$ cat src/rtl/gigatron_pkg.sv
// Shared constants for the Famicom pad emulator: button bit positions,
// PS/2 set-2 scancodes, the pad state machine encoding and the key map.
package gigatron_pkg;

  // Button bit positions in the active-high vector {A,B,Sel,Start,Up,Down,Left,Right}
  localparam int BTN_A      = 7;
  localparam int BTN_B      = 6;
  localparam int BTN_SELECT = 5;
  localparam int BTN_START  = 4;
  localparam int BTN_UP     = 3;
  localparam int BTN_DOWN   = 2;
  localparam int BTN_LEFT   = 1;
  localparam int BTN_RIGHT  = 0;

  // Set-2 scancodes; the arrow keys are only valid with the E0 (extended) prefix
  localparam logic [7:0] SC_X     = 8'h22;
  localparam logic [7:0] SC_Z     = 8'h1A;
  localparam logic [7:0] SC_TAB   = 8'h0D;
  localparam logic [7:0] SC_ENTER = 8'h5A;
  localparam logic [7:0] SC_UP    = 8'h75;
  localparam logic [7:0] SC_DOWN  = 8'h72;
  localparam logic [7:0] SC_LEFT  = 8'h6B;
  localparam logic [7:0] SC_RIGHT = 8'h74;

  // Number of serial bits in one pad read
  localparam logic [3:0] PAD_BITS = 4'd8;

  typedef enum logic [1:0] {
    IDLE  = 2'd0,
    LOAD  = 2'd1,
    SHIFT = 2'd2,
    DONE  = 2'd3
  } pad_state_t;

  // One-hot button mask for a key; zero for unmapped keys or a wrong prefix
  function automatic logic [7:0] key_mask(input logic ext, input logic [7:0] code);
    logic [7:0] mask;
    mask = 8'h00;
    if (!ext) begin
      case (code)
        SC_X:     mask[BTN_A]      = 1'b1;
        SC_Z:     mask[BTN_B]      = 1'b1;
        SC_TAB:   mask[BTN_SELECT] = 1'b1;
        SC_ENTER: mask[BTN_START]  = 1'b1;
        default:  mask = 8'h00;
      endcase
    end else begin
      case (code)
        SC_UP:    mask[BTN_UP]    = 1'b1;
        SC_DOWN:  mask[BTN_DOWN]  = 1'b1;
        SC_LEFT:  mask[BTN_LEFT]  = 1'b1;
        SC_RIGHT: mask[BTN_RIGHT] = 1'b1;
        default:  mask = 8'h00;
      endcase
    end
    return mask;
  endfunction

endpackage

$ cat src/rtl/sync_edge.sv
// Multi-flop synchroniser for an asynchronous strobe, followed by a history
// flop so the synchronised level's rising edge can be detected.
module sync_edge #(
  parameter int SYNC_STAGES = 2
) (
  input  logic clk_sys,
  input  logic reset_n,
  input  logic async_i,
  output logic level_o,
  output logic rise_o
);

  logic [SYNC_STAGES-1:0] sync_q;
  logic                   hist_q;

  // Shift the raw strobe through the synchroniser chain and remember the last synced level
  always_ff @(posedge clk_sys) begin
    if (!reset_n) begin
      sync_q <= '0;
      hist_q <= 1'b0;
    end else begin
      sync_q <= {sync_q[SYNC_STAGES-2:0], async_i};
      hist_q <= sync_q[SYNC_STAGES-1];
    end
  end

  assign level_o = sync_q[SYNC_STAGES-1];
  assign rise_o  = sync_q[SYNC_STAGES-1] & ~hist_q;

endmodule

$ cat src/rtl/famicom_pad_emu.sv
// Famicom serial pad emulator: tracks PS/2 key presses, merges in the
// hps_io joystick, and serialises the buttons on latch/pulse strobes.
module famicom_pad_emu
  import gigatron_pkg::*;
#(
  parameter int SYNC_STAGES = 2,
  parameter bit JOY_ENABLE  = 1'b1
) (
  input  logic        clk_sys,
  input  logic        reset_n,
  input  logic [10:0] ps2_key,
  input  logic [7:0]  joystick,
  input  logic        famicom_latch,
  input  logic        famicom_pulse,
  output logic        famicom_data,
  output logic [7:0]  buttons_dbg
);

  logic       latch_level, latch_rise_unused;
  logic       pulse_level_unused, pulse_rise;

  logic [7:0] key_state_q, key_state_d;
  logic       toggle_q;
  logic [7:0] shift_q, shift_d;
  logic [3:0] cnt_q, cnt_d;
  pad_state_t state_q, state_d;
  logic       data_q, data_d;
  logic [7:0] dbg_q;
  logic [7:0] joy_btn;
  logic [7:0] btn;

  sync_edge #(.SYNC_STAGES(SYNC_STAGES)) u_latch_sync (
    .clk_sys (clk_sys),
    .reset_n (reset_n),
    .async_i (famicom_latch),
    .level_o (latch_level),
    .rise_o  (latch_rise_unused)
  );

  sync_edge #(.SYNC_STAGES(SYNC_STAGES)) u_pulse_sync (
    .clk_sys (clk_sys),
    .reset_n (reset_n),
    .async_i (famicom_pulse),
    .level_o (pulse_level_unused),
    .rise_o  (pulse_rise)
  );

  // Joystick word reordered into the pad's {A,B,Sel,Start,Up,Down,Left,Right} layout
  assign joy_btn = JOY_ENABLE ? {joystick[4], joystick[5], joystick[6], joystick[7],
                                 joystick[3:0]} : 8'h00;
  assign btn     = key_state_q | joy_btn;

  // A toggle of ps2_key[10] is one key event; mapped keys set or clear their button bit
  always_comb begin
    logic [7:0] mask;
    key_state_d = key_state_q;
    mask        = key_mask(ps2_key[8], ps2_key[7:0]);
    if (ps2_key[10] != toggle_q) begin
      key_state_d = ps2_key[9] ? (key_state_q | mask) : (key_state_q & ~mask);
    end
  end

  // Pad sequencing: latch reloads from live buttons and wins over any pulse
  always_comb begin
    state_d = state_q;
    shift_d = shift_q;
    cnt_d   = cnt_q;
    if (latch_level) begin
      state_d = LOAD;
      shift_d = ~btn;
      cnt_d   = 4'd0;
    end else begin
      case (state_q)
        IDLE:    state_d = IDLE;
        LOAD:    state_d = SHIFT;
        SHIFT: begin
          if (pulse_rise && (cnt_q < PAD_BITS)) begin
            shift_d = {shift_q[6:0], 1'b1};
            cnt_d   = cnt_q + 4'd1;
            if (cnt_d == PAD_BITS) begin
              state_d = DONE;
            end
          end
        end
        DONE:    state_d = DONE;
        default: state_d = IDLE;
      endcase
    end
  end

  // The serial line only carries shift data while a read is in progress
  always_comb begin
    data_d = 1'b1;
    if ((state_q == LOAD) || (state_q == SHIFT)) begin
      data_d = shift_q[7];
    end
  end

  // State, key tracking and registered outputs
  always_ff @(posedge clk_sys) begin
    if (!reset_n) begin
      key_state_q <= 8'h00;
      toggle_q    <= ps2_key[10];
      shift_q     <= 8'hFF;
      cnt_q       <= 4'd0;
      state_q     <= IDLE;
      data_q      <= 1'b1;
      dbg_q       <= 8'h00;
    end else begin
      key_state_q <= key_state_d;
      toggle_q    <= ps2_key[10];
      shift_q     <= shift_d;
      cnt_q       <= cnt_d;
      state_q     <= state_d;
      data_q      <= data_d;
      dbg_q       <= btn;
    end
  end

  assign famicom_data = data_q;
  assign buttons_dbg  = dbg_q;

endmodule

$ cat config.mk
export PLATFORM = sky130hd
export DESIGN_NAME = famicom_pad_emu
export DESIGN_NICKNAME = d
export VERILOG_FILES = /design/src/rtl/gigatron_pkg.sv /design/src/rtl/sync_edge.sv /design/src/rtl/famicom_pad_emu.sv
export SDC_FILE = /design/constraint.sdc
export NUM_CORES = 1
export LEC_CHECK = 0
export ABC_AREA = 1
export CORE_MARGIN = 10
export CORE_UTILIZATION = 54
export DETAILED_ROUTE_END_ITERATION = 8
export GPL_TIMING_DRIVEN = 0
export MAX_ROUTING_LAYER = met4
export PLACE_DENSITY = 0.94
export SLEW_MARGIN = 15
export SYNTH_ARGS = -nofsm -noshare
export SYNTH_HDL_FRONTEND = slang
export SYNTH_SLANG_ARGS = --single-unit
$ cat constraint.sdc
create_clock -name clk_sys -period 2.5 [get_ports clk_sys]
set_input_delay 0.5 -clock clk_sys [delete_from_list [all_inputs] [get_ports clk_sys]]
set_output_delay 0.5 -clock clk_sys [all_outputs]
set_load 0.005 [all_outputs]
==> results_tabular.tex <==
\begin{tabular}{lr}
\hline
Metric & Value \\
\hline
\multicolumn{2}{l}{\textbf{Run status}} \\
\quad Run status & completed \\
\multicolumn{2}{l}{\textbf{Place}} \\
\quad HPWL reported at the end of detailed placement & about 2700 um \\
\quad Instance area at placement & just under 2000 um2 \\
\quad Routability congestion estimate & between 0.9 and 1 \\
\quad Number of port buffers & 31 \\
\multicolumn{2}{l}{\textbf{Timing}} \\
\quad Unrepaired setup endpoints after global routing & false \\
\quad Pin slew with the least headroom to its limit & approximately 500 ps \\
\quad TNS Setup & 0 ps \\
\quad Worst Clk Skew & 11.6 ps \\
\quad Total count of hold-check failures in the final report & 0 \\
\quad Number of endpoints failing setup at the final stage & 0 \\
\quad Min Clock Period, post-route & between 1500 and 2000 ps \\
\quad Maximum frequency from static timing analysis & about 0.6 GHz \\
\quad Max transition margin & between 60 and 70\% \\
\quad Total count of max-transition violations in the final report & 0 \\
\quad Part of the cycle the worst path needs & approximately two thirds \\
\multicolumn{2}{l}{\textbf{Route}} \\
\quad Via density & approximately 5.1 \\
\quad Iteration count of the initial detailed-routing pass & 4 \\
\quad Remaining design rule violation count & 0 \\
\quad Detailed Route Iter0 Violations & between 60 and 70 \\
\quad Number of nets still failing antenna checks after routing & 0 \\
\quad Vias after detailed routing & around 1500 \\
\quad Total routed wirelength & 3600 um \\
\quad Average wire per cell in the routed design & between 10 and 15 um \\
\multicolumn{2}{l}{\textbf{Clock network}} \\
\quad Hold Buf Count CTS & 0 \\
\quad Number of buffers on the longest clock path & 2 \\
\quad Num CTS Buffers & 5 \\
\quad CTS Root Cell & clkbuf\_4 \\
\quad CTS tree & done \\
\quad CTS clock-pin slew for the worst setup and hold paths & 100 ps \\
\quad Cells resized by post-CTS repair & 0 \\
\quad Clock sink total & 37 \\
\quad Postcts setup bufs & 0 \\
\quad Clock insertion delay at the later pin of the skew report & 340 ps \\
\quad Maximum level of the CTS H-tree & 2 \\
\multicolumn{2}{l}{\textbf{Logic synthesis}} \\
\quad Cell area after technology mapping & about 1600 um2 \\
\quad Yosys warns & 0 \\
\quad Xor-xnor portion of the synthesized cell area & under 10\% \\
\quad Post-synthesis register bit count & 37 \\
\quad Synth Instances & $\sim$220 \\
\quad Complex-gate fraction of the synthesized area & 8.34\% \\
\quad Number of distinct standard cells referenced by the synthesized netlist & 23 \\
\quad Syn\_area\_per\_cell & slightly above 7 um2 \\
\quad Multiplexer share of the synthesized area & 0\% \\
\quad Sequential element share of the synthesized area & a little under half \\
\quad Dominant combinational cell family by area after synthesis & simple AND/OR/NAND/NOR gates \\
\quad Fraction of the mapped netlist area in simple logic gates & around 32\% \\
\quad Arithmetic-cell share of the synthesized area counting full adders, half adders and majority gates & roughly 3.1\% \\
\quad Number of nets in the synthesized netlist & approximately 250 \\
\multicolumn{2}{l}{\textbf{Layout}} \\
\quad Multi-input gate area in the final layout & around 730 um2 \\
\quad Antenna Diode Count & 0 \\
\quad Total number of nets in the final design & 284 \\
\quad Design Area, Final & about 2000 um2 \\
\quad Filler cell count in the final layout & around 220 \\
\quad FF+latch area & about 740 um2 \\
\quad Core utilization of the finished layout & between 70\% and 80\% \\
\quad Fraction of final layout cells sized beyond drive strength 1 & 4.30\% \\
\quad Layout overhead on the synthesized area & 24.6\% \\
\multicolumn{2}{l}{\textbf{Power}} \\
\quad Switching share of power & a little over a quarter \\
\quad Clock group share of total power & roughly a quarter \\
\quad Cell-internal power & about 800 uW \\
\quad Leakage & about 0.9 nW \\
\quad Switching component of the power & 281 uW \\
\quad Proportion of power drawn by flip-flops and latches & approximately three fifths \\
\quad Power density over the cells & about 540 nW/um2 \\
\quad IR Drop Worst-Case VDD & around 570 uV \\
\quad Comb power frac & 15.8\% \\
\multicolumn{2}{l}{\textbf{Critical path}} \\
\quad CP Data Required Time & $\sim$2000 ps \\
\quad Cells traversed along the worst timing path & clkdlybuf4s50\_1 \\
\quad Worst path bufs/invs & 1 \\
\quad Cell with the largest stage delay on the worst path & clkdlybuf4s50\_1 \\
\quad Critical-path maximum fanout & 1 \\
\quad Crit-path max cell delay & around 500 ps \\
\quad Sort of element at the start of the critical path & flip-flop \\
\quad Type of the setup path with the least slack & reg -> out \\
\quad Critical Path End Type & primary output \\
\quad Arrival time at the worst endpoint & roughly 1200 ps \\
\quad Cell family with most CP delay & buffers and inverters \\
\multicolumn{2}{l}{\textbf{Die}} \\
\quad Core region area & roughly 2800 um2 \\
\quad Starting density of the core & approximately 57\% \\
\quad Site Rows & 19 \\
\quad Chip Width & between 70 and 80 um \\
\quad Top-level port count & 32 \\
\quad Die Footprint & about 5500 um2 \\
\quad Die Span Y & roughly 74 um \\
\multicolumn{2}{l}{\textbf{Worst hold path}} \\
\quad Path category of the worst min-delay check & reg -> reg \\
\multicolumn{2}{l}{\textbf{GRT}} \\
\quad Overall Global Routing Usage & between 10\% and 20\% \\
\quad Largest net degree at the start of global routing & 11 \\
\quad First-pass GRT wire length & approximately 6100 um \\
\quad Overflow left after global routing & 0 \\
\quad Antenna violations before repair & 0 \\
\quad Via count of the first global-routing pass & $\sim$1500 \\
\multicolumn{2}{l}{\textbf{Job}} \\
\quad Reported max-cap violation count & 0 \\
\hline
\end{tabular}
-- power by group through the flow --
stage / Sequential, mW / Combinational (mW) / Clock, mW
2_1_floorplan: 0.642 / 0.0895 / 0
3_3_place_gp: 0.642 / 0.160 / 0
3_5_place_dp: 0.644 / 0.169 / 0
4_1_cts: 0.630 / 0.171 / 0.288
5_1_grt: 0.633 / 0.193 / 0.305
6_report: 0.630 / 0.171 / 0.278
-- cell type report --
cell class                 instances  share of cell area (%)
buffer                             4                    1.01
clock buffer                       5                    1.89
clock inverter                     1                   0.253
inverter                          27                    5.11
multi-input combinational        151                    36.7
sequential                        37                    37.4
tap                               31                    1.96
timing repair buffer              31                    15.7
-- synth_stat cells --
cell type,number,share of area [%]
or2_2,1,0.39
buf_4,1,0.47
dfxtp_1,37,47
nand2_2,1,0.39
o211ai_1,6,2.8
xnor2_1,2,1.1
nand3b_1,4,1.9
inv_1,27,6.4
buf_2,1,0.31
xor2_1,2,1.1
nor3b_1,1,0.47
nand3_1,18,5.7
a31oi_1,1,0.39
nor2_1,50,12
a21oi_1,7,2.2
clkbuf_1,2,0.47
nand4_1,2,0.79
o21ai_0,8,2.5
nand2_4,1,0.71
o22ai_1,1,0.39
ha_1,4,3.1
nor3_1,1,0.31
nand2_1,41,9.7
-- cell families (layout without fill, tap and decap cells) --
group / Yosys count / count (layout)
fa+ha+maj: 4 / 4
xor+xnor: 4 / 4
compound gates: 23 / 23
simple gates: 120 / 120
flops: 37 / 37
buf+inv: 31 / 68
-- layout by cell type, fill, tap and decap left out, drive strengths merged --
| master | Yosys | routed |
|---|---|---|
| nor2 | 50 | 50 |
| nor3 | 1 | 1 |
| clkinv | 0 | 1 |
| nand2 | 43 | 43 |
| or2 | 1 | 1 |
| clkdlybuf4s50 | 0 | 31 |
| ha | 4 | 4 |
| o22ai | 1 | 1 |
| nand3 | 18 | 18 |
| xor2 | 2 | 2 |
| dfxtp | 37 | 37 |
| clkbuf | 2 | 7 |
| o211ai | 6 | 6 |
| nand4 | 2 | 2 |
| buf | 2 | 2 |
| nand3b | 4 | 4 |
| a21oi | 7 | 7 |
| nor3b | 1 | 1 |
| a31oi | 1 | 1 |
| xnor2 | 2 | 2 |
| o21ai | 8 | 8 |
| inv | 27 | 27 |
-- metal layers --
layer / vias to the layer above / share of wire, % / global-route usage (%)
li1: 766 / - / -
met1: 652 / 45 / 16.3
met2: 40 / 47 / 22.6
met3: 6 / 6.4 / 4.79
met4: 0 / 1.7 / 7.11
met5: - / 0 / -
-- worst min-delay path, delay by kind of cell (launching register included) --
family                 cells  cell delay, ps
buffers and inverters      1              30
DFF                        1             310
and+or+nand+nor            1              50
-- final timing paths --
check | from | end | slack (ps) | cells past startpoint
worst max-delay path | buttons_dbg[6] | buttons_dbg[6] | 840 | 1
worst max register to register | state_q[0] | shift_q[4] | 1130 | 7
worst min-delay path | u_latch_sync.sync_q[0] | u_latch_sync.sync_q[1] | 420 | 2
worst min register to register | u_latch_sync.sync_q[0] | u_latch_sync.sync_q[1] | 420 | 2
-- per-stage QoR --
step / power, mW / setup WS (ps) / instances / hold slack (ps)
floorplan: 0.731 / 1320 / 219 / 390
global placement: 0.802 / 714 / 281 / 395
detailed placement: 0.813 / 658 / 281 / 396
CTS: 1.09 / 816 / 287 / 420
global route: 1.13 / 795 / 287 / 429
finish: 1.08 / 839 / 287 / 424
No activity file was read; power rests on OpenSTA's default activity.
